===== config.mk =====
export PLATFORM = sky130hd
export DESIGN_NAME = delta_frame_sched
export DESIGN_NICKNAME = d
export VERILOG_FILES = /design/src/rtl/delta_frame_sched.sv
export SDC_FILE = /design/constraint.sdc
export NUM_CORES = 1
export LEC_CHECK = 0
export CAP_MARGIN = 15
export CORE_ASPECT_RATIO = 0.7
export CORE_MARGIN = 10
export CORE_UTILIZATION = 25
export CTS_CLUSTER_DIAMETER = 60
export DETAILED_ROUTE_END_ITERATION = 8
export PLACE_DENSITY = 0.43
export SLEW_MARGIN = 5
export SYNTH_ARGS = -nofsm -noshare
export SYNTH_HDL_FRONTEND = slang
export SYNTH_SLANG_ARGS = --single-unit

===== constraint.sdc =====
create_clock -name clk -period 3.86 [get_ports clk]
set_clock_uncertainty 0.15 [all_clocks]
set_input_delay 0.386 -clock clk [delete_from_list [all_inputs] [get_ports clk]]
set_output_delay 0.386 -clock clk [all_outputs]
set_load 0.05 [all_outputs]

===== src/rtl/delta_frame_sched.sv =====
// Frame-level sequencer for the absolute-difference delta path: tracks pixel
// position and chooses per frame between capturing a new base frame and comparing.
module delta_frame_sched #(
    parameter int FRAME_WIDTH    = 640,
    parameter int FRAME_HEIGHT   = 480,
    parameter int ADDR_WIDTH     = 19,
    parameter int REFRESH_FRAMES = 0
) (
    input  logic                  clk,
    input  logic                  aresetn,
    input  logic                  pix_valid,
    input  logic                  pix_sof,
    input  logic                  capture_req,
    output logic                  base_wr_en,
    output logic                  base_rd_en,
    output logic [ADDR_WIDTH-1:0] base_addr,
    output logic                  delta_enable,
    output logic                  base_valid,
    output logic                  frame_done,
    output logic                  sync_err
);

    localparam logic [ADDR_WIDTH-1:0] LAST        = ADDR_WIDTH'(FRAME_WIDTH * FRAME_HEIGHT - 1);
    localparam logic [ADDR_WIDTH-1:0] IDX_ONE     = ADDR_WIDTH'(1);
    localparam logic [15:0]           REFRESH_CNT = 16'(REFRESH_FRAMES);

    typedef enum logic [1:0] {
        WAIT_SOF = 2'd0,
        CAPTURE  = 2'd1,
        RUN      = 2'd2
    } state_t;

    state_t                state_r, state_s, mode_s;
    logic [ADDR_WIDTH-1:0] idx_r, idx_s, pix_idx_s;
    logic [ADDR_WIDTH-1:0] addr_r, addr_s;
    logic [15:0]           refresh_r, refresh_s;
    logic                  frame_open_r, frame_open_s;
    logic                  ovr_r, ovr_s;
    logic                  pending_r, pending_s;
    logic                  active_s;
    logic                  wr_r, wr_s;
    logic                  rd_r, rd_s;
    logic                  de_r, de_s;
    logic                  bv_r, bv_s;
    logic                  fd_r, fd_s;
    logic                  se_r, se_s;

    // Next-state and next-output decode for one presented pixel.
    always_comb begin
        state_s      = state_r;
        mode_s       = state_r;
        idx_s        = idx_r;
        pix_idx_s    = idx_r + IDX_ONE;
        addr_s       = addr_r;
        refresh_s    = refresh_r;
        frame_open_s = frame_open_r;
        ovr_s        = ovr_r;
        pending_s    = pending_r;
        active_s     = 1'b0;
        wr_s         = 1'b0;
        rd_s         = 1'b0;
        de_s         = de_r;
        bv_s         = bv_r;
        fd_s         = 1'b0;
        se_s         = 1'b0;

        if (state_r == RUN && capture_req) begin
            pending_s = 1'b1;
        end else begin
            pending_s = pending_r;
        end

        if (pix_valid) begin
            if (pix_sof) begin
                // frame_open_r is only set between a SOF and its LAST pixel
                pix_idx_s    = '0;
                active_s     = 1'b1;
                se_s         = frame_open_r;
                ovr_s        = 1'b0;
                frame_open_s = 1'b1;
                case (state_r)
                    RUN:     mode_s = (pending_r || capture_req) ? CAPTURE : RUN;
                    default: mode_s = CAPTURE;
                endcase
                if (mode_s == CAPTURE) begin
                    pending_s = 1'b0;
                end else begin
                    pending_s = pending_s;
                end
            end else if (frame_open_r) begin
                active_s = 1'b1;
            end else begin
                // Past the end of frame (or never synced): suppress, flag overrun once
                active_s = 1'b0;
                if (state_r != WAIT_SOF && !ovr_r) begin
                    se_s  = 1'b1;
                    ovr_s = 1'b1;
                end else begin
                    se_s = 1'b0;
                end
            end
        end else begin
            active_s = 1'b0;
        end

        if (active_s) begin
            idx_s   = pix_idx_s;
            addr_s  = pix_idx_s;
            state_s = mode_s;
            if (mode_s == CAPTURE) begin
                wr_s = 1'b1;
                de_s = 1'b0;
            end else begin
                rd_s = 1'b1;
                de_s = 1'b1;
            end
            if (pix_idx_s == LAST) begin
                fd_s         = 1'b1;
                frame_open_s = 1'b0;
                if (mode_s == CAPTURE) begin
                    bv_s      = 1'b1;
                    pending_s = 1'b0;
                    refresh_s = 16'd0;
                    state_s   = RUN;
                end else begin
                    refresh_s = refresh_r + 16'd1;
                    if (REFRESH_FRAMES > 0 && (refresh_r + 16'd1) == REFRESH_CNT) begin
                        pending_s = 1'b1;
                    end else begin
                        pending_s = pending_s;
                    end
                end
            end else begin
                fd_s = 1'b0;
            end
        end else begin
            state_s = state_r;
        end
    end

    // State, counters and registered outputs.
    always_ff @(posedge clk or negedge aresetn) begin
        if (!aresetn) begin
            state_r      <= WAIT_SOF;
            idx_r        <= '0;
            addr_r       <= '0;
            refresh_r    <= 16'd0;
            frame_open_r <= 1'b0;
            ovr_r        <= 1'b0;
            pending_r    <= 1'b0;
            wr_r         <= 1'b0;
            rd_r         <= 1'b0;
            de_r         <= 1'b0;
            bv_r         <= 1'b0;
            fd_r         <= 1'b0;
            se_r         <= 1'b0;
        end else begin
            state_r      <= state_s;
            idx_r        <= idx_s;
            addr_r       <= addr_s;
            refresh_r    <= refresh_s;
            frame_open_r <= frame_open_s;
            ovr_r        <= ovr_s;
            pending_r    <= pending_s;
            wr_r         <= wr_s;
            rd_r         <= rd_s;
            de_r         <= de_s;
            bv_r         <= bv_s;
            fd_r         <= fd_s;
            se_r         <= se_s;
        end
    end

    assign base_wr_en   = wr_r;
    assign base_rd_en   = rd_r;
    assign base_addr    = addr_r;
    assign delta_enable = de_r;
    assign base_valid   = bv_r;
    assign frame_done   = fd_r;
    assign sync_err     = se_r;

endmodule

# Word level (Yosys, flattened, before mapping)
# Index checks and enable logic that the tools add are counted.
# word_totals
reg_bits	30
latchBits	0
ramBits	0
rom_bits	0
in_bits	5
output_inout_bits	25
wordCells	62
memories	0
# classes
addsub	1
mul	0
div	0
n_lt_le_gt_ge	0
n_eq_ne	5
n_shift	0
mux	37
n_bitwise	0
n_reduce_logical	8
# op_table
cell	count
19-bit two-way mux	2
1-bit two-way mux	27
19-bit by 1-bit adder with 19-bit output, second input constant	1
19-bit equality test, second input constant	1
2-bit two-way mux	8
3-bit AND reduction	2
2-bit by 1-bit equality test with 1-bit output, second input constant	2
2-bit nonzero test	2
2-bit equality test, second input constant	1
1-bit logical AND	2
2-bit != test, second input constant	1
1-bit zero test	1
1-bit logical OR	1

# Logic depth before layout (Yosys ltp)
# depth
ltp_word	12
mapped_depth	8
mapped_depth_nobuf	7

# Least setup slack after synthesis
# Ideal clock, no wire load.
# synth_path
kind	reg2reg
from	register base_addr[0] (netlist name)
to	register bv_r, in the netlist base_valid
setup_time_ns	0.120
t_arrival_ns	2.112
required_time_ns	3.590
path_slack_ns	1.478
path_stages_with_launch	8
n_path_buf	0
synth_period_minus_slack_ns	2.382
cell_sequence	dfrtp_1 ha_1 nand2_1 nor4_4 nor3b_1 a31oi_1 nor4_4 a31o_1
# synth_rtl
element	line	source
end signal: assignment	168	bv_r <= bv_s;
end: declaration	44	logic bv_r, bv_s;

# Final worst setup path
# layout_path
from	input port pix_valid
to	register state_r[0]
# layout_via
elab_chain_len	4
elab_cells_between_ends	7
classes_between	2 x eq/ne; 5 x mux
# layout_lines
element	line	source
start: declaration	11	input logic pix_valid,
parallel branches: the longest is 4 deep, another holds 19-bit two-way mux	--	
end signal: assignment	158	state_r <= state_s;
end: declaration	33	state_t state_r, state_s, mode_s;
# Parallel ways; which one is timed is not known.
# A chain may end at the register's enable or synchronous reset.

==> results.py <==
metrics = {
    "setup_path": {
        "critPathMaxFanout": 20,
        "arrival_ns": 2.68,
        "critical-path-max-stage-delay_ns": 0.56,
        "crit_chain": "clkdlybuf4s50_1 -> and2_1 -> or3_1 -> nor3_1 -> o21ai_0 -> nor4_4 -> a31oi_1",
        "critPathRequiredTime_ns": 3.86,
        "critPathLaunchType": "primary input",
        "cp_slowest_cell": "clkdlybuf4s50_1",
        "crit_family": "simple AND/OR/NAND/NOR gates",
        "crit_type": "primary input to register",
        "crit_path_end_kind": "register",
        "cp_num_buf_inv": 1,
    },
    "clocking": {
        "cts-buffers-inserted": 5,
        "cts_sinks": 30,
        "post_cts_resized": 0,
        "cts_buffer_depth": 2,
        "clk_pin_slew_ns": 0.07,
        "post_cts_buffers": 0,
        "cts_tree": "yes",
        "clock_latency_ns": 0.28,
        "htree_num_levels": 2,
        "hold_buffers": 0,
        "clk_root_buffer_cell": "clkbuf_8",
    },
    "pwr": {
        "swShare_pct": 32.8,
        "pwr-share-comb_pct": 20.2,
        "p_leak_nw": 0.882,
        "p_int_w": 0.000567,
        "seqPwrFrac_pct": 43.4,
        "power_switching_w": 0.000277,
        "vdd_drop_max_mv": 0.144,
        "cellPowerDensity_nw_per_um2": 369,
        "clock_power_share_pct": 36.5,
    },
    "floorplan": {
        "die_w_um": 122,
        "io_pins": 30,
        "design.die.area_um2": 11100,
        "coreArea_um2": 6910,
        "start_util_pct": 26.3,
        "fp-row-count": 25,
        "dieHeight_um": 91.3,
    },
    "job": {
        "cap_violations": 0,
    },
    "route": {
        "routed_via_density": 4.94,
        "ant_nets": 0,
        "drt_pre_antenna_iters": 4,
        "routed_wl_um": 5310,
        "drc": 0,
        "via_count": 1617,
        "first_iter_violations": 125,
        "wl_per_cell_um": 16.2,
    },
    "global_routing": {
        "antenna_found_initial": 0,
        "grt_max_degree": 31,
        "grt_pass1_wl_um": 8890,
        "grt_overflow_total": 0,
        "grt_pass1_vias": 1557,
        "grt_use_total_pct": 9.88,
    },
    "sta": {
        "clock.fmax_ghz": 0.373,
        "period_needed_ns": 2.68,
        "hold_viol": 0,
        "maxSlewHeadroom_pct": 42.2,
        "final.setup.tns_ns": 0,
        "fin_crit_sh_pct": 69.4,
        "rsz0062_at_grt": "no",
        "finalSetupViolCount": 0,
        "fin_ws_ns": 1.18,
        "tightest_slew_ns": 0.862,
        "report.final.slew_viol_count": 0,
    },
    "yosys": {
        "avgSynthCellArea_um2": 8.83,
        "synth_cells": 206,
        "synthesis.nets": 212,
        "yosys-top-cells-area": "dfrtp_1 (41%), o21ai_0 (6.9%), nand2_1 (5.6%), nand3_1 (3.9%), nor2_1 (3.3%)",
        "yosysWarnings": 0,
        "async_flop_share_pct": 100,
        "seq_area_frac_synth_pct": 41.3,
        "syn_area_um2": 1820,
        "ys_top_cells_by_count": "dfrtp_1 (30), nand2_1 (27), o21ai_0 (25)",
        "yosys_register_bits": 30,
        "synth.top_cell.area_share_pct": 41.3,
        "synthDistinctLibCells": 44,
        "yosys.cell_count.top_type": "dfrtp_1",
        "synth-edff-count": 0,
        "yosysTopAreaCell": "dfrtp_1",
        "synth_flop_cell": "dfrtp_1",
    },
    "finish": {
        "finish.instance_area_um2": 2290,
        "fin_nets": 238,
        "syn_to_final_growth_pct": 26.1,
        "fin_util_pct": 33.2,
        "fill_cells": 730,
        "drive_above_1_share_pct": 10.3,
        "diodes": 0,
    },
    "worst_hold_path": {
        "hp-class": "primary input to asynchronous set/reset pin",
    },
    "place": {
        "port_buffers": 29,
        "post-place-ws_ns": 0.868,
        "place_area_um2": 2180,
        "post-dp-hpwl_um": 3800,
        "gp_congestion": 0.833,
    },
    "outcome": {
        "outcome": "complete, no violations",
    },
}
## cell type report
cell class / count / area, um2 / share of cell area, %
multi-input cells: 160 / 990 / 43.2
flip-flops and latches: 30 / 751 / 32.8
repair buffers: 32 / 313 / 13.6
well taps: 94 / 118 / 5.13
clock buffers: 8 / 110 / 4.80
inverters: 3 / 11.3 / 0.491
## metal layers
layer	vias to the layer above	wire (um)	global-route usage, %
met5	-	0	0
li1	800	-	-
met1	763	2750	14.9
met3	2	507	3.83
met4	0	19	2.38
met2	52	2030	12.4
## worst paths after layout
path / startpoint / endpoint / slack, ns / cells past startpoint
worst max-delay path: pix_valid / state_r[0]$_DFFE_PN0P_ / 1.18 / 7
worst min-delay path: aresetn / base_addr[7]$_DFFE_PN0P_ / 0.35 / 2
worst max register to register: base_addr[1]$_DFFE_PN0P_ / base_valid$_DFFE_PN0P_ / 1.48 / 7
worst min register to register: base_valid$_DFFE_PN0P_ / base_valid$_DFFE_PN0P_ / 0.35 / 1
max in group asynchronous: aresetn / ovr_r$_DFFE_PN0P_ / 2.92 / 2
min in group clk: base_valid$_DFFE_PN0P_ / base_valid$_DFFE_PN0P_ / 0.35 / 1
## logic make-up after synthesis
family | synth area share [%]
buffers and inverters | 4.27
XOR/XNOR | 4.34
adder cells (fa/ha/maj) | 0.688
AO/OA/AOI/OAI | 18.9
flip-flops | 41.3
multiplexers | 1.72
AND/OR/NAND/NOR | 28.8
## metrics by stage
stage / std cells / power [W] / hold slack [ns]
2_1_floorplan: 206 / 0.000478 / -0.0596
3_3_place_gp: 319 / 0.000546 / 0.327
3_5_place_dp: 319 / 0.000544 / 0.338
4_1_cts: 327 / 0.000852 / 0.354
5_1_grt: 327 / 0.000894 / 0.371
6_report: 327 / 0.000845 / 0.345
## registers in the layout, summed over array words and instances, names as in the netlist
| register | flops |
|---|---|
| base_wr_en | 1 |
| sync_err | 1 |
| pending_r | 1 |
| ovr_r | 1 |
| base_rd_en | 1 |
| base_valid | 1 |
| frame_done | 1 |
| frame_open_r | 1 |
| state_r | 2 |
| delta_enable | 1 |
| base_addr | 19 |
## cells in the final DEF (no fill, tap or decap), types with 2 or more instances in the layout
cell,n
nor4_4,2
clkdlybuf4s50_1,29
nor3_1,5
a31oi_1,5
xor2_1,4
nor2_2,2
nand2_1,27
inv_1,3
buf_4,3
a31o_1,2
nand3_1,14
o21a_1,4
nand4_1,2
nor2_1,16
dfrtp_1,30
nor4_1,2
o41ai_1,2
clkbuf_8,8
mux2i_1,2
and2_1,3
a21oi_1,10
xnor2_1,5
o22ai_1,2
and4_1,2
o21ai_0,25
nand4_4,2
o31ai_1,5
and4_2,2
## power by group through the flow
stage          combinational (W)  clock, W  sequential [W]
2_1_floorplan          0.0000666         0        0.000412
3_3_place_gp            0.000173         0        0.000373
5_1_grt                 0.000187  0.000337        0.000371
3_5_place_dp            0.000172         0        0.000372
4_1_cts                 0.000173  0.000313        0.000366
6_report                0.000170  0.000308        0.000366
Note: power is estimated with default switching activity, not from simulation.
